==> src/rtl/pong_pkg.sv <==
// Shared definitions for the VGA pong pipeline: screen geometry, coordinate
// width and the state encodings used by the sprite scan FSMs.
package pong_pkg;

    localparam int H_VISIBLE = 640;
    localparam int V_VISIBLE = 480;

    // Wide enough to address every visible pixel on either axis.
    localparam int COORD_W = $clog2((H_VISIBLE > V_VISIBLE) ? H_VISIBLE : V_VISIBLE);

    typedef enum logic [1:0] {
        V_IDLE   = 2'd0,
        V_ACTIVE = 2'd1,
        V_DONE   = 2'd2
    } v_state_e;

    typedef enum logic {
        H_IDLE   = 1'b0,
        H_ACTIVE = 1'b1
    } h_state_e;

endpackage

==> src/rtl/span_counter.sv <==
// One axis of a sprite footprint: detects the start position (clipping an
// off-screen origin into a start offset) and holds the index inside the span.
module span_counter
    import pong_pkg::*;
#(
    parameter  int N  = 8,
    parameter  int XW = COORD_W,
    localparam int IW = $clog2(N)
) (
    input  logic          clk,
    input  logic          reset,
    input  logic [XW-1:0] pos,
    input  logic [XW:0]   org,
    input  logic          load,
    input  logic          inc,
    input  logic          abort,
    output logic          start_hit,
    output logic          last,
    output logic [IW-1:0] idx
);

    localparam logic [XW:0] SPAN = (XW + 1)'(N);

    logic          org_neg;
    logic [XW:0]   skip;
    logic [IW-1:0] idx_d;
    logic [IW-1:0] idx_q;

    always_comb begin
        org_neg = org[XW];
        // An origin left of/above the screen enters at coordinate 0, already
        // skip pixels into the sprite; a skip of N or more leaves nothing visible.
        skip      = org_neg ? -org : '0;
        start_hit = org_neg ? ((pos == '0) && (skip < SPAN))
                            : ({1'b0, pos} == org);
        last      = (idx_q == IW'(N - 1));

        idx_d = idx_q;
        if (load) begin
            idx_d = skip[IW-1:0];
        end else if (abort) begin
            idx_d = '0;
        end else if (inc && !last) begin
            idx_d = idx_q + IW'(1);
        end
    end

    // NOTE: sequential state uses non-blocking assignments only, so every flop
    // samples the values computed before this edge.
    always_ff @(posedge clk or posedge reset) begin
        if (reset) begin
            idx_q <= '0;
        end else begin
            idx_q <= idx_d;
        end
    end

    assign idx = idx_q;

endmodule

==> src/rtl/sprite_scan.sv <==
// Rectangular sprite scan generator: latches the sprite origin once per frame
// and reports, one clock late, whether each raster pixel lies inside it.
module sprite_scan
    import pong_pkg::*;
#(
    parameter  int XW    = COORD_W,
    parameter  int SPR_W = 8,
    parameter  int SPR_H = 8,
    localparam int CW    = $clog2(SPR_W),
    localparam int RW    = $clog2(SPR_H)
) (
    input  logic          clk,
    input  logic          reset,
    input  logic          frame_start,
    input  logic [XW-1:0] screenx,
    input  logic [XW-1:0] screeny,
    input  logic [XW-1:0] pos_x,
    input  logic [XW-1:0] pos_y,
    input  logic          enable,
    output logic          scan,
    output logic [CW-1:0] col,
    output logic [RW-1:0] row
);

    localparam logic [XW:0] HALF_W = (XW + 1)'(SPR_W / 2);
    localparam logic [XW:0] HALF_H = (XW + 1)'(SPR_H / 2);

    logic [XW:0] org_x_d, org_x_q;
    logic [XW:0] org_y_d, org_y_q;
    logic        en_d, en_q;

    v_state_e v_state_d, v_state_q, v_from;
    h_state_e h_state_d, h_state_q, h_from;
    logic     scan_d, scan_q;

    logic          line_start;
    logic          row_load, row_inc, row_hit, row_last;
    logic          col_load, col_inc, col_hit, col_last;
    logic [RW-1:0] row_idx;
    logic [CW-1:0] col_idx;

    // The _d values double as this cycle's effective shadow, so a frame_start
    // cycle already scans against the origin it is latching.
    always_comb begin : shadow_next
        org_x_d = org_x_q;
        org_y_d = org_y_q;
        en_d    = en_q;
        if (frame_start) begin
            org_x_d = {1'b0, pos_x} - HALF_W;
            org_y_d = {1'b0, pos_y} - HALF_H;
            en_d    = enable;
        end
    end

    assign line_start = (screenx == '0);

    always_comb begin : v_fsm_next
        v_state_d = v_state_q;
        row_load  = 1'b0;
        row_inc   = 1'b0;
        v_from    = frame_start ? V_IDLE : v_state_q;
        if (frame_start) begin
            v_state_d = V_IDLE;
        end
        if (line_start) begin
            case (v_from)
                V_IDLE: begin
                    if (en_d && row_hit) begin
                        v_state_d = V_ACTIVE;
                        row_load  = 1'b1;
                    end
                end
                V_ACTIVE: begin
                    if (row_last) begin
                        v_state_d = V_DONE;
                    end else begin
                        row_inc = 1'b1;
                    end
                end
                default: v_state_d = v_from;
            endcase
        end
    end

    // A line start ends any run still open from the previous line (right clip)
    // and is then evaluated as a fresh entry point.
    always_comb begin : h_fsm_next
        h_state_d = H_IDLE;
        col_load  = 1'b0;
        col_inc   = 1'b0;
        h_from    = line_start ? H_IDLE : h_state_q;
        if (v_state_d == V_ACTIVE) begin
            case (h_from)
                H_IDLE: begin
                    if (col_hit) begin
                        h_state_d = H_ACTIVE;
                        col_load  = 1'b1;
                    end
                end
                H_ACTIVE: begin
                    if (!col_last) begin
                        h_state_d = H_ACTIVE;
                        col_inc   = 1'b1;
                    end
                end
                default: h_state_d = H_IDLE;
            endcase
        end
        scan_d = (h_state_d == H_ACTIVE);
    end

    span_counter #(
        .N  (SPR_H),
        .XW (XW)
    ) u_row (
        .clk       (clk),
        .reset     (reset),
        .pos       (screeny),
        .org       (org_y_d),
        .load      (row_load),
        .inc       (row_inc),
        .abort     (frame_start),
        .start_hit (row_hit),
        .last      (row_last),
        .idx       (row_idx)
    );

    span_counter #(
        .N  (SPR_W),
        .XW (XW)
    ) u_col (
        .clk       (clk),
        .reset     (reset),
        .pos       (screenx),
        .org       (org_x_d),
        .load      (col_load),
        .inc       (col_inc),
        .abort     (line_start),
        .start_hit (col_hit),
        .last      (col_last),
        .idx       (col_idx)
    );

    always_ff @(posedge clk or posedge reset) begin
        if (reset) begin
            org_x_q   <= '0;
            org_y_q   <= '0;
            en_q      <= 1'b0;
            v_state_q <= V_IDLE;
            h_state_q <= H_IDLE;
            scan_q    <= 1'b0;
        end else begin
            org_x_q   <= org_x_d;
            org_y_q   <= org_y_d;
            en_q      <= en_d;
            v_state_q <= v_state_d;
            h_state_q <= h_state_d;
            scan_q    <= scan_d;
        end
    end

    assign scan = scan_q;
    assign col  = col_idx;
    assign row  = row_idx;

endmodule

==> config.mk <==
export PLATFORM = sky130hd
export DESIGN_NAME = sprite_scan
export DESIGN_NICKNAME = d
export VERILOG_FILES = /design/src/rtl/pong_pkg.sv /design/src/rtl/span_counter.sv /design/src/rtl/sprite_scan.sv
export SDC_FILE = /design/constraint.sdc
export NUM_CORES = 1
export LEC_CHECK = 0
export ABC_AREA = 1
export BUFFER_PORTS_ARGS = -buffer_cell sky130_fd_sc_hd__buf_2
export CORE_AREA = 5 5 106 108
export CTS_CLUSTER_SIZE = 24
export DETAILED_ROUTE_END_ITERATION = 10
export DIE_AREA = 0 0 111 113
export GPL_TIMING_DRIVEN = 0
export PLACE_DENSITY_LB_ADDON = 0.25
export SLEW_MARGIN = 20
export SYNTH_ARGS = -nofsm -noshare
export SYNTH_HDL_FRONTEND = slang
export SYNTH_SLANG_ARGS = --single-unit
==> constraint.sdc <==
create_clock -name clk -period 1.8 [get_ports clk]
set_input_delay 0.36 -clock clk [delete_from_list [all_inputs] [get_ports clk]]
set_output_delay 0.36 -clock clk [all_outputs]
set_load 0.05 [all_outputs]
# Word-level counts from Yosys, hierarchy flattened
# Index checks and enable logic that the tools add are counted.
# W data, S select, Z words.
# classes
n_addsub,6
order_cmp,2
n_eq_ne,6
mux,33
bitwise,1
n_reduce_logical,12
# op_table
operator,n
$mux W11,4
$eq A10 B11 Y1,2
$lt A11 B4 Y1 const B,2
$neg A11 Y11,2
$sub A10 B3 Y11 const B,2
$logic_not A10 Y1,2
$mux W3,6
$mux W1,17
$mux W2,4
$add A3 B1 Y3 const B,2
$eq A3 B3 Y1 const B,2
$reduce_bool A3 Y1,2
$logic_and A1 B1 Y1,5
$eq A2 B1 Y1 const B,2
$pmux W2 S2,1
$logic_not A1 Y1,2
$logic_not A2 Y1,1
$pmux W1 S2,1
$not A1 Y1,1
# word_totals
regBits,32
in_bits,44
output_inout_bits,7
elab_cells,67

# Longest topological paths before layout
# depth
depth_word,17
depth_mapped,21
ltp_nobuf,21

# By module
# A second synthesis with hierarchy kept.
# unflattened
hier_cells,404
hier_area_um2,2632.5
# by_module_without_submodules
module,instances,cells_each,area_per_inst_um2,seq_area_each_um2
sprite_scan,1,176,1391.3,650.6
span_counter (u_row),1,115,635.6,75.1
span_counter (u_col),1,113,605.6,75.1

# Worst setup path before layout
# Ideal clock, no wire load.
# synth_timing
kind,input to register
start,in frame_start
end,reg u_col.idx_q[0] (netlist: u_col.idx[0])
setup_time_ns,0.119
t_arrival_ns,2.027
t_required_ns,1.681
path_slack_ns,-0.346
path_stages,21
path_cell_list,buf_6 > inv_4 > buf_8 > nand2_1 > nand2_2 > inv_1 > ha_1 > inv_1 > nor2_1 > o21ai_1 > nand3_1 > nor2_1 > nand4_1 > nand2_1 > nand2_1 > nor2_2 > nand3_2 > nand2_1 > nand2_1 > nand2_1 > nand2_1
# synth_via
elab_cells_between_ends,31
cone_classes,2 x add/sub; 2 x order compare; 4 x eq/ne; 17 x mux; 6 x reduce/logical
# synth_lines
element,line_no,source
from (decl),sprite_scan.sv:14,"input logic frame_start,"
$mux W11 *,sprite_scan.sv:48,if (frame_start) begin
via org_x_d[0],sprite_scan.sv:28,"logic [XW:0] org_x_d, org_x_q;"
$neg A11 Y11,span_counter.sv:33,skip = org_neg ? -org : '0;
$mux W11,span_counter.sv:33,
$lt A11 B4 Y1,span_counter.sv:34,start_hit = org_neg ? ((pos == '0) && (skip < SPAN))
$logic_and A1 B1 Y1,span_counter.sv:34,
$mux W1,span_counter.sv:34,
$mux W1,sprite_scan.sv:95,if (col_hit) begin
$mux W1,sprite_scan.sv:93,case (h_from)
$mux W1,sprite_scan.sv:92,if (v_state_d == V_ACTIVE) begin
$reduce_bool A3 Y1 (no line) / $mux W3 (equally long branches),-,
to (signal assigned),span_counter.sv:54,idx_q <= idx_d;
to (decl),span_counter.sv:27,logic [IW-1:0] idx_q;
# The timed path passes the listed nets; every way through them passes the cells marked *.
# A chain may end at the register's enable or synchronous reset.

# Worst setup path after layout
# layout_timing
start,reg org_y_q[0]
end,reg u_col.idx_q[2] (netlist: u_col.idx[2])
# layout_via
elab_chain_len,14
elab_cells_between_ends,17
cone_classes,1 x add/sub; 1 x order compare; 2 x eq/ne; 9 x mux; 4 x reduce/logical
# layout_rtl
element,line_no,source
from (decl),sprite_scan.sv:29,"logic [XW:0] org_y_d, org_y_q;"
from (signal assigned),sprite_scan.sv:154,org_y_q <= org_y_d;
$mux W11 *,sprite_scan.sv:48,
$neg A11 Y11,span_counter.sv:33,
$mux W11,span_counter.sv:33,
$lt A11 B4 Y1,span_counter.sv:34,
$logic_and A1 B1 Y1,span_counter.sv:34,
$mux W1 *,span_counter.sv:34,
$logic_and A1 B1 Y1 *,sprite_scan.sv:68,if (en_d && row_hit) begin
$mux W2 *,sprite_scan.sv:68,
$pmux W2 S2 *,sprite_scan.sv:66,case (v_from)
$mux W2 *,sprite_scan.sv:65,if (line_start) begin
$eq A2 B1 Y1 *,sprite_scan.sv:92,
$mux W1,sprite_scan.sv:92,
$logic_and A1 B1 Y1,span_counter.sv:43,end else if (inc && !last) begin
$reduce_bool A3 Y1 (no line),-,
# Every way passes the cells marked *; elsewhere a longest branch is shown, timed or not.

==> PnR_summary.wiki <==
{| class="wikitable"
! Metric !! Value
|-
| Number of diodes || 0
|-
| Floorplan Core Area || 0.01014 sq mm
|-
| Period Utilization, post-route || 115.0%
|-
| Mux share of post-synthesis cell area || 0%
|-
| Kind of start point of the critical path || flip-flop
|-
| Largest family of logic cells by synthesized area || simple AND/OR/NAND/NOR gates
|-
| Pwr dens || 600.3 mW/mm^2
|-
| RSZ-0062 raised after global routing || yes
|-
| Number of global-route vias before repair || 2,677
|-
| Worst slew margin relative to its limit || 53.76%
|-
| Wire length of the first global-routing pass || 12,360 microns
|-
| Average wire per standard cell || 11.81 microns
|-
| Count of max-cap constraint violations || 0
|-
| Fraction of layout instances using a drive strength above 1 || 28.51%
|-
| Antenna violations before repair || 0
|-
| Worst-path fanout max || 6
|-
| Basic-gate share of the synthesized area counting and, or, nand and nor cells || 48.80%
|-
| Clk buf depth || 2
|-
| Buffers on Ports || 49
|-
| Placed Cells incl. Taps || 621
|-
| Fraction of the mapped netlist area in adder cells || 3.631%
|-
| Required time at the endpoint of the critical path || 2.03 ns
|-
| Final-report hold violation count || 0
|-
| Post-synthesis cell type count || 27
|-
| Die Outline Area || 0.01254 sq mm
|-
| Number of standard cells in the layout, taps in and fillers out || 634
|-
| Via count || 2,766
|-
| Share of power burned in registers || 38.1%
|-
| Gp weighted congestion || 0.7998
|-
| Violations in the final reports || negative setup slack
|-
| Wirelength, routed || 7489 microns
|-
| Cell-internal power || 1.411 mW
|-
| Synth Area in XOR/XNOR || 1.271%
|-
| Die outline width || 111 microns
|-
| # fillers || 1,126
|-
| Clock net sink count || 32
|-
| Post-layout util || 34.48%
|-
| Number of nets with antenna violations after detailed routing || 0
|-
| Worst hold-check path type || input port to asynchronous set/reset pin
|-
| Count of standard-cell rows || 37
|-
| Worst voltage drop across the vdd grid || 0.2746 mV
|-
| CTS Buf Count || 5
|-
| Wire length on met3 || 214 microns
|-
| Post-synthesis instance total || 436
|-
| Top metal layer carrying routed signals || met4
|-
| Met2 wire len || 3631 microns
|-
| CTS tree || done
|-
| Worst slack at placement || -0.7674 ns
|-
| Worst Setup Path Type || flip-flop to flip-flop
|-
| Post-detailed-route DRC marker count || 0
|-
| Fin crit period || 2.069 ns
|-
| Router iterations before antenna repair || 5
|-
| Post-synthesis area per instance || 6.322 sq um
|-
| CTS root buf || clkbuf_8
|-
| Worst Skew || 0.009552 ns
|-
| Register bit count reported by yosys || 32
|-
| P_sw || 687.8 uW
|-
| Max Slew Vio Count || 0
|-
| Detailed-route vias per instance || 4.363
|-
| Largest net degree at the start of global routing || 33
|-
| PnR worst setup slack || -0.2692 ns
|-
| Area Overhead vs Synth || 26.83%
|-
| Routed length on met1 || 3526 microns
|-
| Top achievable clock speed || 0.4833 GHz
|-
| Number of H-tree branching levels || 2
|-
| NumNets Final || 549
|-
| Data arrival, critical path || 2.30 ns
|-
| Slew @ Worst Pin || 0.6926 ns
|-
| Initial drt markers || 77
|-
| Setup total negative slack || -1.483 ns
|-
| Outcome || finished, violations left
|-
| Minimum hold slack || 0.1750 ns
|-
| Initial core utilization || 27.19%
|-
| Register clock-pin slew on the reported worst setup and hold paths || 0.07 ns
|-
| Share of total power consumed by net switching || 32.77%
|-
| Netlist Area Pre-Place || 0.002756 sq mm
|-
| Chip Height || 113 microns
|-
| Final-report setup violation count || 7
|-
| Yosys warning count || 0
|-
| Leakage power total || 1.959 nW
|-
| Total overflow reported by the global router || 0
|-
| Part of the Yosys area used for sequential elements || 29.05%
|-
| Category of the worst setup path capture point || flip-flop
|-
| Total routing resource utilization after global routing || 12.08%
|-
| Later-pin clock latency in the skew report || 0.29 ns
|-
| Post-synth net total || 488
|-
| Clock network fraction of design power || 33.3%
|-
| Half-perimeter wire length after placement || 5938 microns
|-
| I/O pin count || 51
|-
| Share of total power in combinational logic || 28.6%
|-
| Share of the synthesized area in compound gates (AO/OA/AOI/OAI) || 3.041%
|}
==> sequential cells by signal, indices dropped and copies added, names as in the netlist <==
name	cells
scan	1
u_col.idx	3
org_x_q	11
v_state_q	2
en_q	1
org_y_q	11
u_row.idx	3
==> synth_stat cells <==
master | count | area (sq um)
nor2_2 | 5 | 31.28
nor3_1 | 5 | 25.02
inv_1 | 77 | 289.0
or2_2 | 9 | 56.30
o21ai_0 | 7 | 35.03
buf_8 | 1 | 15.01
nand3_2 | 2 | 20.02
a21oi_2 | 1 | 8.760
inv_2 | 2 | 7.510
buf_6 | 4 | 45.04
inv_4 | 2 | 12.51
ha_1 | 8 | 100.1
nand2_4 | 6 | 67.56
nand4_1 | 12 | 75.07
o21bai_1 | 1 | 7.510
o22ai_1 | 1 | 6.260
nand2_1 | 137 | 514.2
nor2_4 | 1 | 11.26
nand3_1 | 66 | 330.3
o21ai_1 | 2 | 10.01
buf_4 | 3 | 22.52
xor2_1 | 4 | 35.03
a21oi_4 | 1 | 16.27
nor2_1 | 33 | 123.9
nand3b_1 | 2 | 15.01
nand2_2 | 12 | 75.07
dfrtp_1 | 32 | 800.8
==> layer usage <==
metal	up-vias	global-route usage, %
li1	1478	-
met1	1242	15.58
met2	39	20.02
met3	7	2.513
met4	0	4.433
met5	-	0
==> kinds of logic (layout without fill, tap and decap cells) <==
kind of cell / Yosys count / count (layout)
AOI/OAI and AO/OA: 13 / 13
xor gates and xnor gates: 4 / 4
adders and majority gates: 8 / 8
buffers and inverters: 89 / 151
DFF: 32 / 32
and+or+nand+nor: 290 / 290
==> critical path: stages, from the launching register on <==
cell and delay, ns:
dfrtp_1 0.39, inv_2 0.07, nand2_4 0.06, nand2_4 0.07, ha_4 0.14, nand2_4 0.05, nor2_4 0.10, nand2_1 0.05
nand2_1 0.05, nand2_1 0.06, nor2_2 0.11, nand3_2 0.08, a21oi_2 0.18, nand2_4 0.12, a21oi_4 0.18, nand2_4 0.09
nand2_2 0.09, nand2_1 0.06, nand2_1 0.05
==> layout by cell type, fill, tap and decap left out, types with 8 or more instances in the layout <==
| cell | synthesis | final |
|---|---|---|
| nand2_1 | 137 | 124 |
| nor2_1 | 33 | 30 |
| inv_1 | 77 | 70 |
| or2_2 | 9 | 9 |
| nand3_1 | 66 | 63 |
| buf_4 | 3 | 8 |
| nand2_4 | 6 | 13 |
| nand4_1 | 12 | 12 |
| dfrtp_1 | 32 | 32 |
| buf_2 | 0 | 49 |
| nand2_2 | 12 | 18 |
==> stage by stage <==
| step | area, sq um | total power, mW |
|---|---|---|
| after global placement | 3233 | 1.370 |
| after global routing | 3496 | 2.249 |
| final | 3496 | 2.099 |
| after detailed placement | 3233 | 1.381 |
| after floorplan | 2818 | 1.217 |
| after CTS | 3432 | 2.118 |
==> power by group through the flow <==
stage / combinational [mW] / clock, mW / sequential [mW]
detailed placement: 0.567 / 0 / 0.814
floorplan: 0.372 / 0 / 0.845
CTS: 0.596 / 0.723 / 0.799
global route: 0.685 / 0.759 / 0.805
global placement: 0.557 / 0 / 0.813
finish: 0.600 / 0.700 / 0.799
==> cell type report <==
| class | count | area (sq um) | area share [%] |
|---|---|---|---|
| multi-input combinational | 315 | 1732 | 49.53 |
| sequential | 32 | 800.8 | 22.91 |
| inverter | 81 | 316.6 | 9.055 |
| timing repair buffer | 54 | 282.8 | 8.089 |
| tap | 136 | 170.2 | 4.868 |
| buffer | 8 | 86.33 | 2.470 |
| clock buffer | 6 | 72.57 | 2.076 |
| clock inverter | 2 | 35.03 | 1.002 |
==> repair_timing <==
item                       CTS  global route
pin swaps                    8            12
gates cloned                 0             0
setup endpoints to repair    8             8
hold buffers                 0             0
buffers inserted             4             1
resized for setup           16            16
==> final timing paths <==
kind | endpoint | cells after the start | from | slack, ns
max in group asynchronous | org_y_q[5] | 2 | reset | 1.17
min in group clk | en_q | 3 | enable | 0.33
min reg2reg | en_q | 2 | en_q | 0.48
min | org_y_q[2] | 2 | reset | 0.18
max | u_col.idx[2] | 18 | org_y_q[0] | -0.27
max reg2reg | u_col.idx[2] | 18 | org_y_q[0] | -0.27
Note: power is estimated with default switching activity, not from simulation.
